### src/rtl/board_io_pkg.sv
// Shared definitions for the board I/O helpers (LED stretcher, input debouncer).
// Holds the blink FSM state encoding and the ms-to-cycles parameter math.
package board_io_pkg;

    typedef enum logic [1:0] {
        IDLE = 2'd0,
        ON   = 2'd1,
        OFF  = 2'd2
    } state_e;

    // Converts a duration in milliseconds to clock cycles for a clock given in MHz.
    function automatic int unsigned ms_to_cycles(input int unsigned ms, input int unsigned mhz);
        return ms * mhz * 1000;
    endfunction

endpackage

### src/rtl/ms_timer.sv
// Loadable down-counter that stops at zero; zero_o flags the expired state.
module ms_timer #(
    parameter int unsigned WIDTH = 16
) (
    input  logic             clk,
    input  logic             reset,
    input  logic             load_i,
    input  logic [WIDTH-1:0] load_value_i,
    output logic             zero_o
);

    logic [WIDTH-1:0] count_q, count_d;

    always_comb begin
        count_d = count_q;
        if (load_i) begin
            count_d = load_value_i;
        end else if (count_q != '0) begin
            count_d = count_q - WIDTH'(1);
        end
    end

    always_ff @(posedge clk) begin
        if (reset) begin
            count_q <= '0;
        end else begin
            count_q <= count_d;
        end
    end

    assign zero_o = (count_q == '0);

endmodule

### src/rtl/led_pulse_stretcher.sv
// Turns single-cycle status strobes into visible LED blinks with minimum ON/OFF times.
// Events arriving during a blink are queued in a saturating counter and replayed as blinks.
module led_pulse_stretcher
    import board_io_pkg::*;
#(
    parameter int unsigned CLOCK_FREQUENCY = 50,
    parameter int unsigned ON_TIME         = 50,
    parameter int unsigned OFF_TIME        = 50,
    parameter int unsigned MAX_PENDING     = 15
) (
    input  logic                               clk,
    input  logic                               reset,
    input  logic                               enable,
    input  logic                               event_in,
    input  logic                               clear_overflow,
    output logic                               led_out,
    output logic                               busy,
    output logic [$clog2(MAX_PENDING+1)-1:0]   pending_count,
    output logic                               overflow
);

    localparam int unsigned N_ON  = ms_to_cycles(ON_TIME, CLOCK_FREQUENCY);
    localparam int unsigned N_OFF = ms_to_cycles(OFF_TIME, CLOCK_FREQUENCY);
    localparam int unsigned N_MAX = (N_ON > N_OFF) ? N_ON : N_OFF;
    localparam int unsigned TW    = $clog2(N_MAX + 1);
    localparam int unsigned PW    = $clog2(MAX_PENDING + 1);

    localparam logic [TW-1:0] ON_LOAD  = TW'(N_ON - 1);
    localparam logic [TW-1:0] OFF_LOAD = TW'(N_OFF - 1);
    localparam logic [PW-1:0] PEND_MAX = PW'(MAX_PENDING);

    state_e          state_q, state_d;
    logic            led_q, led_d;
    logic [PW-1:0]   pend_q, pend_d;
    logic            ovf_q, ovf_d;

    logic            tmr_load;
    logic [TW-1:0]   tmr_value;
    logic            tmr_zero;
    logic            dec;
    logic            inc;
    logic            ovf_set;

    ms_timer #(
        .WIDTH (TW)
    ) u_timer (
        .clk          (clk),
        .reset        (reset),
        .load_i       (tmr_load),
        .load_value_i (tmr_value),
        .zero_o       (tmr_zero)
    );

    // Phase sequencing; a queued event in IDLE starts a blink just like a fresh strobe.
    always_comb begin
        state_d   = state_q;
        tmr_load  = 1'b0;
        tmr_value = '0;
        dec       = 1'b0;
        unique case (state_q)
            IDLE: begin
                if (enable && (event_in || pend_q != '0)) begin
                    state_d   = ON;
                    tmr_load  = 1'b1;
                    tmr_value = ON_LOAD;
                    dec       = (pend_q != '0);
                end
            end
            ON: begin
                if (tmr_zero) begin
                    state_d   = OFF;
                    tmr_load  = 1'b1;
                    tmr_value = OFF_LOAD;
                end
            end
            OFF: begin
                if (tmr_zero) begin
                    if (enable && pend_q != '0) begin
                        state_d   = ON;
                        tmr_load  = 1'b1;
                        tmr_value = ON_LOAD;
                        dec       = 1'b1;
                    end else begin
                        state_d = IDLE;
                    end
                end
            end
            default: state_d = IDLE;
        endcase
    end

    // A strobe in IDLE with an empty queue is consumed by the blink it starts.
    always_comb begin
        inc     = enable && event_in && !(state_q == IDLE && pend_q == '0);
        ovf_set = 1'b0;
        pend_d  = pend_q;
        if (!enable) begin
            pend_d = '0;
        end else if (inc && !dec) begin
            if (pend_q == PEND_MAX) begin
                ovf_set = 1'b1;
            end else begin
                pend_d = pend_q + PW'(1);
            end
        end else if (dec && !inc) begin
            pend_d = pend_q - PW'(1);
        end
        ovf_d = ovf_set ? 1'b1 : (clear_overflow ? 1'b0 : ovf_q);
        led_d = (state_d == ON);
    end

    always_ff @(posedge clk) begin
        if (reset) begin
            state_q <= IDLE;
            led_q   <= 1'b0;
            pend_q  <= '0;
            ovf_q   <= 1'b0;
        end else begin
            state_q <= state_d;
            led_q   <= led_d;
            pend_q  <= pend_d;
            ovf_q   <= ovf_d;
        end
    end

    assign led_out       = led_q;
    assign busy          = (state_q != IDLE);
    assign pending_count = pend_q;
    assign overflow      = ovf_q;

endmodule

### config.mk
export PLATFORM = sky130hd
export DESIGN_NAME = led_pulse_stretcher
export DESIGN_NICKNAME = d
export VERILOG_FILES = /design/src/rtl/board_io_pkg.sv /design/src/rtl/ms_timer.sv /design/src/rtl/led_pulse_stretcher.sv
export SDC_FILE = /design/constraint.sdc
export NUM_CORES = 1
export LEC_CHECK = 0
export CORE_MARGIN = 2
export CORE_UTILIZATION = 32
export DETAILED_ROUTE_END_ITERATION = 10
export PLACE_DENSITY = 0.49
export SYNTH_ARGS = -nofsm -noshare
export SYNTH_HDL_FRONTEND = slang
export SYNTH_SLANG_ARGS = --single-unit
### constraint.sdc
create_clock -name clk -period 3.1 [get_ports clk]
set_input_delay 0.465 -clock clk [delete_from_list [all_inputs] [get_ports clk]]
set_output_delay 0.465 -clock clk [all_outputs]
set_load 0.05 [all_outputs]
==> results of run 1 <==
[per-stage QoR]
stage / hold WS (ps) / cells
after global routing: 500 / 278
after floorplan: 483 / 190
final: 471 / 278
after global placement: 466 / 270
after CTS: 476 / 278
after detailed placement: 465 / 270
[cell type report]
cell class	instances	area [sq um]	share of cell area, %
clock buffers	7	86.3	4.24
well taps	72	90.1	4.43
clock inverters	1	5.00	0.246
inverters	5	18.8	0.922
flip-flops and latches	30	601	29.5
multi-input cells	147	1090	53.4
repair buffers	16	148	7.25
[cells in the final DEF, fill, tap and decap left out, types with 4 or more instances in the layout]
master,count
a211oi_1,5
buf_4,5
nor3_1,9
clkdlybuf4s50_1,11
a21oi_1,15
inv_1,5
mux2i_1,4
xor2_1,10
nand2_1,14
clkbuf_8,6
o21ai_0,7
nor2_1,9
dfxtp_1,30
xnor2_1,5
[worst reg2reg max path: stages (launching register included)]
cell     delay, ps
dfxtp_1        330
inv_1           90
ha_1           320
nor3b_1        260
and4_2         350
a21o_2         200
ha_1           230
a21o_1         170
a21oi_1        180
nand2_1         80
o32ai_1        160
mux2i_1        210
[cell families after synthesis]
family          count (synthesis)  synth area share, %
simple gates                   70                 26.8
flops                          30                 33.8
buf+inv                        13                 5.07
mux                             6                 3.66
compound gates                 52                 20.1
xor+xnor                       15                 7.39
fa+ha+maj                       4                 3.24
[worst paths after layout]
path	start	to	slack, ps	cells after the start
hold reg to reg	overflow	overflow	470	2
setup / recovery	enable	pending_count[3]	440	10
setup reg to reg	u_timer.count_q[0]	pending_count[3]	470	11
hold / removal	overflow	overflow	470	2
[sequential cells by signal, indices dropped and copies added, names as in the netlist]
name	flops
state_q	2
led_out	1
u_timer.count_q	22
overflow	1
pending_count	4
[per-layer routing]
metal  vias up  GRT usage (%)  share of wire, %
li1        743              -                 -
met1       689           18.5                52
met2        13           20.0                44
met3         6           3.10               2.5
met4         0           4.74               1.4
met5         -              0                 0
[power by group]
| group | internal (mW) | switching, mW | total, mW |
|---|---|---|---|
| Combinational | 0.284 | 0.363 | 0.647 |
| Sequential | 0.460 | 0.108 | 0.569 |
| Clock | 0.179 | 0.147 | 0.326 |
==> impl_metrics.toml, run 1 <==
[setup_path]
slowest_delay_ps = 520
end_kind = "register"
path_max_fanout = 5
critPathKind = "in2reg"
critical-path-top-delay-family = "simple AND/OR/NAND/NOR gates"
critPathBufInv = 1
cp.required_ps = 3320
startpoint_type = "input pin"
worstPathCellList = "clkdlybuf4s50_1 -> or2b_2 -> nor4b_4 -> a21o_2 -> ha_1 -> a21o_1 -> a21oi_1 -> nand2_1 -> o32ai_1 -> mux2i_1"
critical_path_arrival_ps = 2880
crit_slowest_cell = "clkdlybuf4s50_1"

[synthesis]
syn-cell-area_sq_um = 1780
synth_top_cell_by_area = "dfxtp_1"
yosys.area.top_type_share_pct = 33.8
synth.area.top_cells = "dfxtp_1, xor2_1, a21oi_1"
syn-num-nets = 199
synth_commonest_cells = "dfxtp_1, a21oi_1, nand2_1"
synth_cell_types = 57
postSynth.asyncResetShare_pct = 0
synth_flop_cell = "dfxtp_1"
synthCells = 190
ys_warn_count = 0
yosysSeqAreaShare_pct = 33.8
syn_avg_cell_area_sq_um = 9.36
synth.most_common_cell = "dfxtp_1"
yosys_register_bits = 30
synth_edf_count = 0

[timing]
report.final.hold_viol_count = 0
worst_slew_pin_slew_ps = 1070
finalCriticalPeriod_ps = 2660
slew_violations = 0
max_slew_margin_pct = 28.8
rsz0062_at_grt = "false"
setup_slack_ps = 441
finClkSkew_ps = 9.68
fin_crit_sh_pct = 85.8
fmax_ghz = 0.376
setup_violations = 0
setup_tns_ps = 0

[clock_tree]
numCtsBuffers = 5
cts_buffer_depth = 2
cts.clk_slew.worst_paths_ps = 70
cts_tree = "yes"
clock_sinks = 30
cts_root_buf = "clkbuf_8"
htreeDepth = 2
cts_hold_buf = 0
ctsResizeCount = 0
cts_setup_buffers = 0
clk_latency_ps = 280

[place]
dp_hpwl_microns = 2690
gp_congestion = 0.756
io_buffers = 11
dpl_cell_area_sq_um = 1940
dp_worst_setup_slack_ps = 154

[job]
maxCapViolCount = 0

[power]
power.leakage_nw = 0.715
total_power_mw = 1.54
power_density_nw_per_um2 = 757
vdd_drop_max_v = 0.000272

[grt]
grt_pass1_wl_microns = 6600
grt_max_degree = 27
grt_pass1_vias = 1355
grt-ovfl-total = 0
grt_usage_pct = 13.3
antenna_found_initial = 0

[routing]
wl_per_cell_microns = 13.7
drt_iter0_markers = 39
route.detailed.drc = 0
vias_per_cell = 5.22
antenna_left = 0
wl_microns = 3800
vias = 1451
dr.pass1.iters = 4

[finish]
fillers = 553
area_growth_pct = 14.5
drive_gt1_share_pct = 18.0
design_area_sq_um = 2040
final_core_util_pct = 37.4
fin_nets = 214
insertedDiodeCount = 0

[status]
outcome = "completed"

[die]
initial_core_util_pct = 32.7
fp.dieH_microns = 78.5
core_area_sq_um = 5440
die-area_sq_um = 6170
rows = 27
ios = 12
die_w_microns = 78.5

[hold_path]
hold_class = "reg2reg"
Power figures use the tool's default switching activity.
==> inputs of run 2 (changes only) <==
- ABC_AREA: unset -> 1
- CORE_UTILIZATION: 32 -> 58
- PLACE_DENSITY: 0.49 -> 0.79
==> run 2 against run 1 <==
Clock skew fell by 6.9 ps. Sequential cell count did not move. Final area shrank 6.3%. Critical endpoint unchanged. Hold slack gained 71 ps. Critical path type is now reg2reg.
==> impl_metrics.toml, run 2 <==
[die]
die-area_sq_um = 3430
core_area_sq_um = 2810
rows = 19
ios = 12
fp.dieH_microns = 58.6
initial_core_util_pct = 61.6
die_w_microns = 58.6

[grt]
grt-ovfl-total = 0
grt_pass1_vias = 1420
grt.busiest_layer = "met2"
grt_usage_pct = 25.5
gr-usage-met3_pct = 8.57
grt_pass1_wl_microns = 6430
use_met2_pct = 43.2
grt_max_degree = 21
antenna_found_initial = 0
gr-usage-met1_pct = 30.4

[timing]
fin_crit_sh_pct = 82.4
setup_violations = 0
worst_slew_pin_slew_ps = 505
report.final.hold_viol_count = 0
finalCriticalPeriod_ps = 2550
rsz0062_at_grt = "false"
slew_violations = 0
fmax_ghz = 0.392
setup_tns_ps = 0
max_slew_margin_pct = 66.2
finClkSkew_ps = 2.76

[routing]
wl_per_cell_microns = 13.1
drt_iter0_markers = 71
wl_microns = 3840
dr.pass1.iters = 4
route.detailed.drc = 0
vias_per_cell = 5.46
vias = 1599
antenna_left = 0

[clock_tree]
clock_sinks = 30
clk_latency_ps = 340
htreeDepth = 2
cts_root_buf = "clkbuf_4"
cts_hold_buf = 0
cts_tree = "yes"
cts_setup_buffers = 0
ctsResizeCount = 0
cts.clk_slew.worst_paths_ps = 90
numCtsBuffers = 5
cts_buffer_depth = 2

[synthesis]
synthSimpleGateAreaFrac_pct = 38.7
synth_top_cell_by_area = "dfxtp_1"
synth_top_family_by_area = "simple AND/OR/NAND/NOR gates"
synth_edf_count = 0
synth_compound_area_share_pct = 7.82
yosys_register_bits = 30
synth.area.top_cells = "dfxtp_1, nor2_1, nand2_1"
synthMuxAreaShare_pct = 0
synth_flop_cell = "dfxtp_1"
syn-num-nets = 256
yosysSeqAreaShare_pct = 34.8
yosys.area.top_type_share_pct = 34.8
synth.most_common_cell = "nor2_1"
synth_fa_ha_area_share_pct = 3.33
syn_avg_cell_area_sq_um = 7.00
synthXorXnorAreaFrac_pct = 8.11
synth_cell_types = 33
synth_commonest_cells = "nor2_1, nand2_1, dfxtp_1"
syn-cell-area_sq_um = 1730
postSynth.asyncResetShare_pct = 0
synthCells = 247
ys_warn_count = 0

[setup_path]
cp.required_ps = 3390
crit_slowest_cell = "dfxtp_1"
critPathMostFrequentCell = "nand2_1"
worstPathCellList = "inv_1 -> ha_1 -> nand2_4 -> nor2_4 -> nand3_4 -> nand2_2 -> nand2_2 -> nand2_2 -> ha_1 -> nand2_1 -> nand2_1 -> a31oi_1 -> inv_1 -> nand2_1 -> nand2_1 -> nor2_1 -> nor2_1 -> nor2_1"
critPathBufInv = 2
rr_worst_depth = 18
critical-path-top-delay-family = "simple AND/OR/NAND/NOR gates"
critical_path_arrival_ps = 2850
end_kind = "register"
timing.rr.end = "pending_count[3]"
rr_startpoint = "u_timer.count_q[0]"
critPathKind = "reg2reg"
path_max_fanout = 10
startpoint_type = "register"
r2r_slack_ps = 550
slowest_delay_ps = 330

[power]
p_switching_mw = 0.729
power_density_nw_per_um2 = 821
p_comb_share_pct = 50.5
vdd_drop_max_v = 0.000495
switching_share_pct = 46.6
total_power_mw = 1.57
power.leakage_nw = 0.884
seqPwrFrac_pct = 35.3
clkPwrFrac_pct = 14.2
p_int_mw = 0.836

[finish]
design_area_sq_um = 1910
fillers = 258
drive_gt1_share_pct = 9.92
layout_commonest_cell = "nor2_1"
area_growth_pct = 10.4
largest_reg_flops = 22
final_cell_mix = "nor2_1, nand2_1, dfxtp_1"
top_register = "u_timer.count_q"
fin_nets = 271
insertedDiodeCount = 0
multi_input_area_sq_um = 1000
layout.area.seq_sq_um = 601

[hold_path]
holdPathStages = 4
hold_class = "reg2reg"
hp-start = "overflow"
hold_path_end = "overflow"

[place]
dpl_cell_area_sq_um = 1860
gp_congestion = 0.895
io_buffers = 11
dp_hpwl_microns = 2830

[status]
outcome = "completed"

[job]
maxCapViolCount = 0
## run 2: layout make-up
type | instances | area share, %
inverter | 27 | 5.45
sequential | 30 | 31.5
multi-input combinational | 186 | 52.5
clock buffer | 7 | 2.36
tap | 31 | 2.03
timing repair buffer | 12 | 6.17
## run 2: cell families after synthesis
kind of cell	after synthesis
flops	30
xor+xnor	16
fa+ha+maj	4
simple gates	142
buf+inv	31
compound gates	24
## run 2: tightest hold or removal path: stages, from the launching register on
cell	delay, ps
dfxtp_1	320
inv_1	40
o22ai_1	70
inv_1	50
nor2_1	30
## run 2: power groups by stage
stage | Clock [mW] | Combinational (mW) | Sequential [mW]
after CTS | 0.225 | 0.787 | 0.550
after global placement | 0 | 0.780 | 0.559
after detailed placement | 0 | 0.781 | 0.558
after global routing | 0.243 | 0.893 | 0.563
final | 0.222 | 0.791 | 0.553
after floorplan | 0 | 0.625 | 0.561
## run 2: worst max path at each step
stage	start	cells past startpoint	slack (ps)	endpoint
2_1_floorplan	pending_count[0]	16	750	pending_count[3]
3_3_place_gp	enable	16	620	pending_count[3]
3_5_place_dp	enable	15	470	pending_count[3]
4_1_cts	u_timer.count_q[0]	18	570	pending_count[3]
5_1_grt	u_timer.count_q[0]	18	280	pending_count[3]
6_report	u_timer.count_q[0]	18	550	pending_count[3]
## run 2: stage by stage
step           hold slack (ps)  setup WS, ps  std cells  utilization [%]
3_5_place_dp               529           471        286             66.4
6_report                   542           546        293             68.0
3_3_place_gp               527           620        286             66.4
4_1_cts                    543           565        293             68.0
5_1_grt                    584           279        293             68.0
2_1_floorplan              496           746        247                -
## run 2: layer usage
| layer | up-vias | routed length (microns) |
|---|---|---|
| li1 | 824 | - |
| met1 | 716 | 1680 |
| met2 | 50 | 1870 |
| met3 | 9 | 218 |
| met4 | 0 | 74 |
| met5 | - | 0 |
==> inputs of run 3 (changes only) <==
- CORE_UTILIZATION: 58 -> 52
- PLACE_DENSITY: 0.79 -> 0.75
- clock period: 3.1 -> 2.2 ns (I/O delays scaled with it)
==> run 3 against run 2 <==
Clock power grew 110%. Critical endpoint is now busy. First-iteration DRC count grew 21%. Highest routed layer unchanged. Sequential cell count is the same. Worst setup slack lost 470 ps. Combinational power grew 67%. Largest cell class unchanged. Routed wire length grew 11%. Count of clock-buffer cells in the layout shrank 1. Core utilization grew 3.5 points. Global-route usage shrank 0.54 points. Final area grew 16%. Clock skew grew 11 ps. Critical path depth shrank 15.
==> impl_metrics.toml, run 3 (synthesis gave the netlist of run 2 again) <==
[status]
outcome = "completed"

[place]
gp_congestion = 0.870
dpl_cell_area_sq_um = 1990
dp_hpwl_microns = 2980
dp.cells = 312
io_buffers = 11

[finish]
insertedDiodeCount = 0
layout_commonest_cell = "nor2_1"
drive_gt1_share_pct = 27.1
largest_reg_flops = 22
fin_nets = 289
final_cell_mix = "nor2_1, nand2_1, inv_1"
area_growth_pct = 28.4
top_register = "u_timer.count_q"
fin_cells = 324
design_area_sq_um = 2220

[grt]
grt_max_degree = 15
grt_pass1_wl_microns = 6730
grt_usage_pct = 25.0
antenna_found_initial = 0
grt-ovfl-total = 0
grt_pass1_vias = 1487

[timing]
fin_crit_sh_pct = 96.7
finalCriticalPeriod_ps = 2130
fmax_ghz = 0.470
worst_slew_pin_slew_ps = 508
report.final.hold_viol_count = 0
max_slew_margin_pct = 66.1
finClkSkew_ps = 13.9
slew_violations = 0
holdWs_ps = 508
setup_violations = 0

[die]
rows = 20
core_area_sq_um = 3100
ios = 12
fp.dieH_microns = 61.6
die_w_microns = 61.6
die-area_sq_um = 3800
initial_core_util_pct = 55.7

[job]
maxCapViolCount = 0

[clock_tree]
cts_tree = "yes"
clk_latency_ps = 350
cts_root_buf = "clkbuf_4"
cts.clk_slew.worst_paths_ps = 90
clock_sinks = 30
numCtsBuffers = 5
cts_hold_buf = 0
htreeDepth = 2
cts_buffer_depth = 2

[routing]
vias_per_cell = 5.20
dr.pass1.iters = 4
antenna_left = 0
wl_per_cell_microns = 13.2
route.detailed.drc = 0
drt_iter0_markers = 86
wl_microns = 4270
vias = 1686

[power]
total_power_mw = 2.61
power.leakage_nw = 1.01
power_density_nw_per_um2 = 1180
vdd_drop_max_v = 0.000704

[hold_path]
hold_class = "reg2reg"

[setup_path]
critical_path_arrival_ps = 1800
end_kind = "primary output"
startpoint_type = "register"
cp.required_ps = 1870
r2r_slack_ps = 110
path_max_fanout = 5
critPathKind = "reg2out"
==> run 3: changes by cell type in the layout (fill, tap and decap cells not counted), moves of 3 or more <==
cell / previous run / this run
nor2_1: 52 / 47
nand2_1: 48 / 45
buf_4: 1 / 19
nor2_4: 2 / 8
dfxtp_2: 0 / 16
dfxtp_1: 30 / 13
==> run 3: layout make-up <==
cell class / count / area, sq um
multi-input cells: 186 / 1100
fillers: 283 / 885
flip-flops and latches: 30 / 624
repair buffers: 30 / 253
inverters: 27 / 104
well taps: 44 / 55.1
clock buffers: 6 / 51.3
clock inverters: 1 / 30.0
==> run 3: per-layer routing <==
layer	wire length (microns)	GRT usage, %
met5	0	0
met4	86	10.6
met3	208	5.67
met2	1970	37.4
met1	2010	34.5
==> run 3: where the power goes <==
part	switching, mW	internal [mW]	leakage [nW]
combinational	0.785	0.537	0.712
sequential	0.144	0.676	0.253
clock	0.201	0.264	0.0443
==> run 3: worst paths after layout <==
check	end	cells past startpoint	from
hold reg to reg	pending_count[0]	1	pending_count[0]
setup reg to reg	pending_count[3]	16	u_timer.count_q[7]
setup / recovery	busy	3	state_q[1]
hold / removal	pending_count[0]	1	pending_count[0]
==> run 3: timing repair <==
action / CTS / global route
pin swaps: 0 / 11
cloned: 0 / 0
resized for setup: 2 / 33
buffers inserted: 0 / 5
setup endpoints to repair: 1 / 1
==> run 3: worst max-delay path, cell delays in order, from the launching register on <==
cell	delay (ps)
dfxtp_1	490
nor2_1	90
inv_1	80
clkdlybuf4s50_1	800
==> run 3: metrics by stage <==
stage          setup WS, ps  util [%]  TNS [ps]
2_1_floorplan          8.43         -         0
3_3_place_gp          -6.08      64.2     -6.08
3_5_place_dp          -64.8      64.2     -64.8
4_1_cts                3.59      67.5         0
5_1_grt               -9.82      71.5     -9.82
6_report               72.2      71.5         0
